$ cat config.mk
export PLATFORM = sky130hd
export DESIGN_NAME = cpu_lapa_xlat
export DESIGN_NICKNAME = d
export VERILOG_FILES = /design/src/rtl/cpu_lapa_pkg.sv /design/src/rtl/cpu_lapa_cam.sv /design/src/rtl/cpu_lapa_xlat.sv
export SDC_FILE = /design/constraint.sdc
export NUM_CORES = 1
export LEC_CHECK = 0
export ABC_AREA = 1
export ABC_CLOCK_PERIOD_IN_PS = 3400
export CAP_MARGIN = 5
export CORE_UTILIZATION = 50
export CTS_CLUSTER_DIAMETER = 30
export DETAILED_ROUTE_END_ITERATION = 16
export GPL_TIMING_DRIVEN = 0
export HOLD_SLACK_MARGIN = 0.08
export MAX_ROUTING_LAYER = met4
export PLACE_DENSITY = 0.69
export SLEW_MARGIN = 25
export SYNTH_ARGS = -nofsm -noshare
export SYNTH_HDL_FRONTEND = slang
export SYNTH_HIERARCHICAL = 1
export SYNTH_SLANG_ARGS = --single-unit
$ cat constraint.sdc
create_clock -name sysclk -period 3.4 [get_ports sysclk]
set_input_delay 0.34 -clock sysclk [delete_from_list [all_inputs] [get_ports sysclk]]
set_output_delay 0.34 -clock sysclk [all_outputs]
set_load 0.005 [all_outputs]
$ cat src/rtl/cpu_lapa_pkg.sv
// Shared widths, output-stage state and translation entry layout
// for the logical-to-physical page translator.
package cpu_lapa_pkg;

  localparam int LA_W_DEF    = 14;
  localparam int PPN_W_DEF   = 14;
  localparam int ENTRIES_DEF = 8;

  typedef enum logic {
    EMPTY = 1'b0,
    FULL  = 1'b1
  } lapa_state_e;

  typedef struct packed {
    logic                 valid;
    logic [LA_W_DEF-1:0]  tag;
    logic [PPN_W_DEF-1:0] ppn;
  } lapa_entry_t;

endpackage

$ cat src/rtl/cpu_lapa_cam.sv
// Fully associative translation table: storage, write/flush
// and lowest-index hit selection.
module cpu_lapa_cam
  import cpu_lapa_pkg::*;
#(
  parameter int LA_W    = LA_W_DEF,
  parameter int PPN_W   = PPN_W_DEF,
  parameter int ENTRIES = ENTRIES_DEF,
  localparam int IDX_W  = $clog2(ENTRIES)
) (
  input  logic             clk,
  input  logic             rst_n,
  input  logic             wr_en,
  input  logic [IDX_W-1:0] wr_idx,
  input  logic [LA_W-1:0]  wr_tag,
  input  logic [PPN_W-1:0] wr_ppn,
  input  logic             flush,
  input  logic [LA_W-1:0]  lk_tag,
  output logic             hit,
  output logic [PPN_W-1:0] hit_ppn
);

  typedef struct packed {
    logic             valid;
    logic [LA_W-1:0]  tag;
    logic [PPN_W-1:0] ppn;
  } entry_t;

  entry_t tab [ENTRIES];

  always_ff @(posedge clk or negedge rst_n) begin
    if (!rst_n) begin
      for (int i = 0; i < ENTRIES; i++)
        tab[i] <= '0;
    end else if (flush) begin
      for (int i = 0; i < ENTRIES; i++)
        tab[i].valid <= 1'b0;
    end else if (wr_en) begin
      tab[wr_idx] <= '{valid: 1'b1,
                       tag:   wr_tag,
                       ppn:   wr_ppn};
    end
  end

  // Scan high to low so the lowest matching index wins.
  always_comb begin
    hit     = 1'b0;
    hit_ppn = '0;
    for (int i = ENTRIES - 1; i >= 0; i--) begin
      if (tab[i].valid && tab[i].tag == lk_tag) begin
        hit     = 1'b1;
        hit_ppn = tab[i].ppn;
      end
    end
  end

endmodule

$ cat src/rtl/cpu_lapa_xlat.sv
// Page translator top: mode mux, one-deep response stage, stats.
// Optional counters enabled by CPU_LAPA_XLAT_STATS_EN.
module cpu_lapa_xlat
  import cpu_lapa_pkg::*;
#(
  parameter int LA_W    = LA_W_DEF,
  parameter int PPN_W   = PPN_W_DEF,
  parameter int ENTRIES = ENTRIES_DEF,
  localparam int IDX_W  = $clog2(ENTRIES)
) (
  input  logic             sysclk,
  input  logic             sys_rst_n,
  input  logic             LAPA_n,
  input  logic             req_valid,
  output logic             req_ready,
  input  logic [LA_W-1:0]  req_la,
  output logic             rsp_valid,
  input  logic             rsp_ready,
  output logic [PPN_W-1:0] rsp_ppn,
  output logic             rsp_miss,
  input  logic             wr_en,
  input  logic [IDX_W-1:0] wr_idx,
  input  logic [LA_W-1:0]  wr_tag,
  input  logic [PPN_W-1:0] wr_ppn,
  input  logic             flush
`ifdef CPU_LAPA_XLAT_STATS_EN
  ,
  output logic [15:0]      stat_hit,
  output logic [15:0]      stat_miss
`endif
);

  lapa_state_e      state;
  logic             hit;
  logic [PPN_W-1:0] hit_ppn;
  logic             req_fire;
  logic             rsp_fire;
  logic [PPN_W-1:0] nxt_ppn;
  logic             nxt_miss;

  cpu_lapa_cam #(
    .LA_W    (LA_W),
    .PPN_W   (PPN_W),
    .ENTRIES (ENTRIES)
  ) u_cam (
    .clk     (sysclk),
    .rst_n   (sys_rst_n),
    .wr_en   (wr_en),
    .wr_idx  (wr_idx),
    .wr_tag  (wr_tag),
    .wr_ppn  (wr_ppn),
    .flush   (flush),
    .lk_tag  (req_la),
    .hit     (hit),
    .hit_ppn (hit_ppn)
  );

  assign rsp_valid = (state == FULL);
  assign req_ready = (state == EMPTY) || rsp_ready;
  assign req_fire  = req_valid && req_ready;
  assign rsp_fire  = rsp_valid && rsp_ready;

  always_comb begin
    nxt_ppn  = PPN_W'(req_la);
    nxt_miss = 1'b0;
    if (LAPA_n) begin
      nxt_ppn  = hit ? hit_ppn : '0;
      nxt_miss = !hit;
    end
  end

  always_ff @(posedge sysclk or negedge sys_rst_n) begin
    if (!sys_rst_n) begin
      state    <= EMPTY;
      rsp_ppn  <= '0;
      rsp_miss <= 1'b0;
    end else begin
      unique case (state)
        EMPTY: begin
          if (req_fire) begin
            state    <= FULL;
            rsp_ppn  <= nxt_ppn;
            rsp_miss <= nxt_miss;
          end
        end
        FULL: begin
          if (req_fire) begin
            rsp_ppn  <= nxt_ppn;
            rsp_miss <= nxt_miss;
          end else if (rsp_fire) begin
            state <= EMPTY;
          end
        end
        default: state <= EMPTY;
      endcase
    end
  end

`ifdef CPU_LAPA_XLAT_STATS_EN
  always_ff @(posedge sysclk or negedge sys_rst_n) begin
    if (!sys_rst_n) begin
      stat_hit  <= '0;
      stat_miss <= '0;
    end else if (flush) begin
      stat_hit  <= '0;
      stat_miss <= '0;
    end else if (req_fire && LAPA_n) begin
      if (hit && stat_hit != 16'hFFFF)
        stat_hit <= stat_hit + 16'd1;
      if (!hit && stat_miss != 16'hFFFF)
        stat_miss <= stat_miss + 16'd1;
    end
  end
`endif

endmodule

==> results.md <==
| Step | Result | Reported |
|---|---|---|
| run status | Status | finished clean |
| setup path | Worst path arrival time | 3.51 ns |
| setup path | Critical path type | input port to flip-flop |
| setup path | Capture instance of the worst register-to-register path | rsp_ppn[8] |
| synthesis | Share of Yosys cell area claimed by the top area cell type | 0.5043 |
| clock network | Root Buffer Master | clkbuf_16 |
| routing | Vias per cell | 5.499 |
| clock network | Maximum clock insertion buffer count | 3 |
| global routing | Maximum number of pins on one net before global-route repair | 90 |
| finish | Net count of the finished layout | 1788 |
| setup path | Crit path launch type | input port |
| timing | Transition time of the tightest slew-check pin | 0.8454 ns |
| clock network | Num Clock Sinks | 248 |
| finish | Fraction of final layout cells sized beyond drive strength 1 | 0.08769 |
| synthesis | Most numerous cell types in the synthesized netlist | 572 x nand2_1, 280 x o21ai_0, 248 x dfrtp_1 |
| floorplanning | Die extent in x | 158.9 µm |
| floorplanning | Row cnt | 57 |
| clock network | Clock tree from TritonCTS | done |
| synthesis | Avg Cell Area, Syn | 7.644 µm² |
| setup path | Worst EP required | 3.90 ns |
| timing | Number of max-slew violations in the final report | 0 |
| global routing | Remaining Overflow, GRT | 0 |
| finish | N_diodes | 0 |
| routing | Remaining number of nets flagged by the antenna check after routing | 0 |
| timing | Min cycle time layout | 3.006 ns |
| synthesis | Synth Warn # | 6 |
| global routing | Overall routing resource usage | 0.3318 |
| synthesis | Synthesized net count | 1662 |
| finish | Post-route insts no fill | 2103 |
| synthesis | Total of flip-flops plus latches after synthesis | 248 |
| finish | Post-synthesis to final-layout area growth | 24.71% |
| floorplanning | I/O pins | 69 |
| global routing | Wire length of the first global-routing pass | 62.62 mm |
| global routing | Via count of the first global-routing pass | 11060 |
| routing | Via count of the routed design | 11570 |
| setup path | Critical path capture point type | flip-flop |
| routing | DRC viols | 0 |
| synthesis | Most common cell in the netlist | nand2_1 |
| synthesis | Async set-or-reset flop fraction in the synthesized netlist | 1.000 |
| routing | WL/cell | 18.86 µm |
| job | Count of max-cap constraint violations | 0 |
| floorplanning | Die ar. | 25240 µm² |
| timing | Total negative setup slack | 0 ns |
| synthesis | Proportion of synthesized chip area in sequential cells | 0.5043 |
| synthesis | Most used flip-flop cell after synthesis | dfrtp_1 |
| floorplanning | Core Area | 24250 µm² |
| placement | Final HPWL from detailed placement | 27.47 mm |
| setup path | Slack of the worst reg-to-reg path | 0.78 ns |
| clock network | CTS H-tree lvls | 2 |
| pwr | Pwr/cell area | 689.6 nW/µm² |
| clock network | PostCTS Resize Cnt | 0 |
| placement | Final weighted congestion in routability-driven placement | 0.9733 |
| placement | Post-placement cell count | 2003 |
| timing | Unrepaired setup endpoints after global routing | false |
| synthesis | Mapped Area | 12310 µm² |
| global routing | Initial antenna violation count | 0 |
| floorplanning | Effective utilization at floorplan | 0.5075 |
| pwr | Worst IR drop on VDD | 451.5 µV |
| synthesis | Cell taking the most area after synthesis | dfrtp_1 |
| synthesis | Leading post-synthesis cells by cell area | dfrtp_1 50%, nand2_1 17%, o21ai_0 11%, inv_1 4.5%, nand3_1 3.4% |
| clock network | Number of post-CTS setup repair buffers | 0 |
| timing | Highest clock frequency the design can meet | 332.7 MHz |
| timing | Relative slew slack | 0.4364 |
| clock network | Clock buffer count from CTS | 54 |
| clock network | Skew-Pair Late Insertion Delay | 0.56 ns |
| setup path | Launch point of the worst reg-to-reg path | u_cam/tab[107] |
| routing | Violation count after the first detailed-routing iteration | 1437 |
| timing | Final period util | 0.8841 |
| synthesis | Mapped Cells | 1610 |
| hold path | Hold WC Path Type | input port to async pin |
| timing | Number of endpoints failing setup at the final stage | 0 |
| routing | Total Wirelength | 39.67 mm |
| synthesis | Count of unique library cells instantiated by Yosys | 27 |
| finish | Total of fill cells in the finished design | 2100 |
| timing | Final hold vios | 0 |
| pwr | Leakage power | 0.007655 µW |
| setup path | Worst-path maximum fanout | 10 |
| timing | WHS | 0.3562 ns |
| placement | Number of input and output port buffers inserted | 67 |
| timing | Final worst clock skew | 0.01293 ns |
| synthesis | Post-synth EDFFs | 0 |
| clock network | Clock Pin Slew Worst Setup and Hold Paths | 0.05 ns |
| floorplanning | Chip height | 158.9 µm |
| routing | First-pass detailed-route iteration total | 5 |
| setup path | Depth of the most critical reg-to-reg path | 14 |
-- critical path: stages --
cell and delay [ns]:
clkdlybuf4s50_1 0.78, inv_2 0.24, nand2_1 0.12, nand2_1 0.05
nor2_1 0.08, nand2_1 0.05, nor2_1 0.49, nand2_2 0.22
nand2_1 0.12, inv_1 0.10, nand3_1 0.30, buf_2 0.28
nand3_1 0.14, nand2_1 0.08, nand2_1 0.05, nand2_1 0.05
-- cells in the final DEF (no fill, tap or decap), types with 3 or more instances in the layout --
cell type,instances
a21oi_1,7
buf_2,9
buf_4,11
buf_6,12
bufinv_16,9
clkbuf_1,59
clkbuf_16,54
clkbuf_8,5
clkdlybuf4s50_1,66
clkinv_2,4
clkinv_4,8
clkinvlp_4,4
dfrtp_1,248
inv_1,147
inv_2,12
inv_6,3
nand2_1,572
nand2_2,4
nand2_4,4
nand3_1,83
nand3b_1,7
nand4_1,5
nor2_1,89
nor2_2,4
nor2_4,5
o21ai_0,280
o21ai_1,9
o21ai_2,3
o22ai_1,6
xnor2_1,25
xor2_1,13
-- flip-flops by register name (all words and copies together) (netlist names) --
name and count:
u_cam/tab 232, rsp_ppn 14, rsp_miss 1, rsp_valid 1
-- metal layers --
layer	vias up	global-route usage	wire length (µm)
met5	-	-	0
met4	0	0.1622	1969
met3	115	0.05199	3541
met2	575	0.4976	17770
met1	5539	0.4408	16380
li1	5336	-	-
-- cell type report --
class	count	area (µm²)	share of cell area
well taps	324	405.4	0.02641
plain buffers	82	450.4	0.02935
flip-flops and latches	248	6206	0.4044
multi-input cells	1121	5054	0.3293
clock buffers	70	1461	0.09522
inverters	159	596.8	0.03889
repair buffers	70	740.7	0.04826
clock inverters	29	432.9	0.02821
-- worst max path at each step --
| stage | end | slack, ns | cells after the start | from |
|---|---|---|---|---|
| floorplan | rsp_ppn[0] | 1.42 | 16 | req_la[13] |
| global placement | rsp_ppn[4] | -8.74 | 1 | sys_rst_n |
| detailed placement | rsp_ppn[8] | -0.06 | 18 | req_la[3] |
| CTS | rsp_ppn[8] | 0.51 | 18 | req_la[3] |
| global route | rsp_ppn[8] | 0.23 | 16 | req_la[11] |
| finish | rsp_ppn[8] | 0.39 | 16 | req_la[11] |
-- power breakdown --
group	switching (µW)	internal, µW	total [µW]
clock network	1700	3710	5400
logic	735	538	1270
registers	374	3530	3910
-- repair_timing --
item,in CTS,in global routing
endpoints found under the hold margin,71,0
setup endpoints to repair,0,0
hold buffers,1,0
-- cell families (layout without fill, tap and decap cells) --
logic type / Yosys count / after routing / synth area share
xor gates and xnor gates: 38 / 38 / 0.02704
buffers and inverters: 241 / 410 / 0.08510
AOI/OAI and AO/OA: 308 / 308 / 0.1283
DFF: 248 / 248 / 0.5043
and+or+nand+nor: 775 / 775 / 0.2553
-- stage by stage --
stage	util	worst slack, ns	power, µW	instance area (µm²)
floorplan	-	1.420	4675	12310
global placement	0.5519	-8.745	5111	13380
detailed placement	0.5544	-0.06386	5170	13440
CTS	0.6329	0.5067	10610	15350
global route	0.6329	0.2337	11040	15350
finish	0.6329	0.3941	10580	15350
Note: power is estimated with default switching activity, not from simulation.
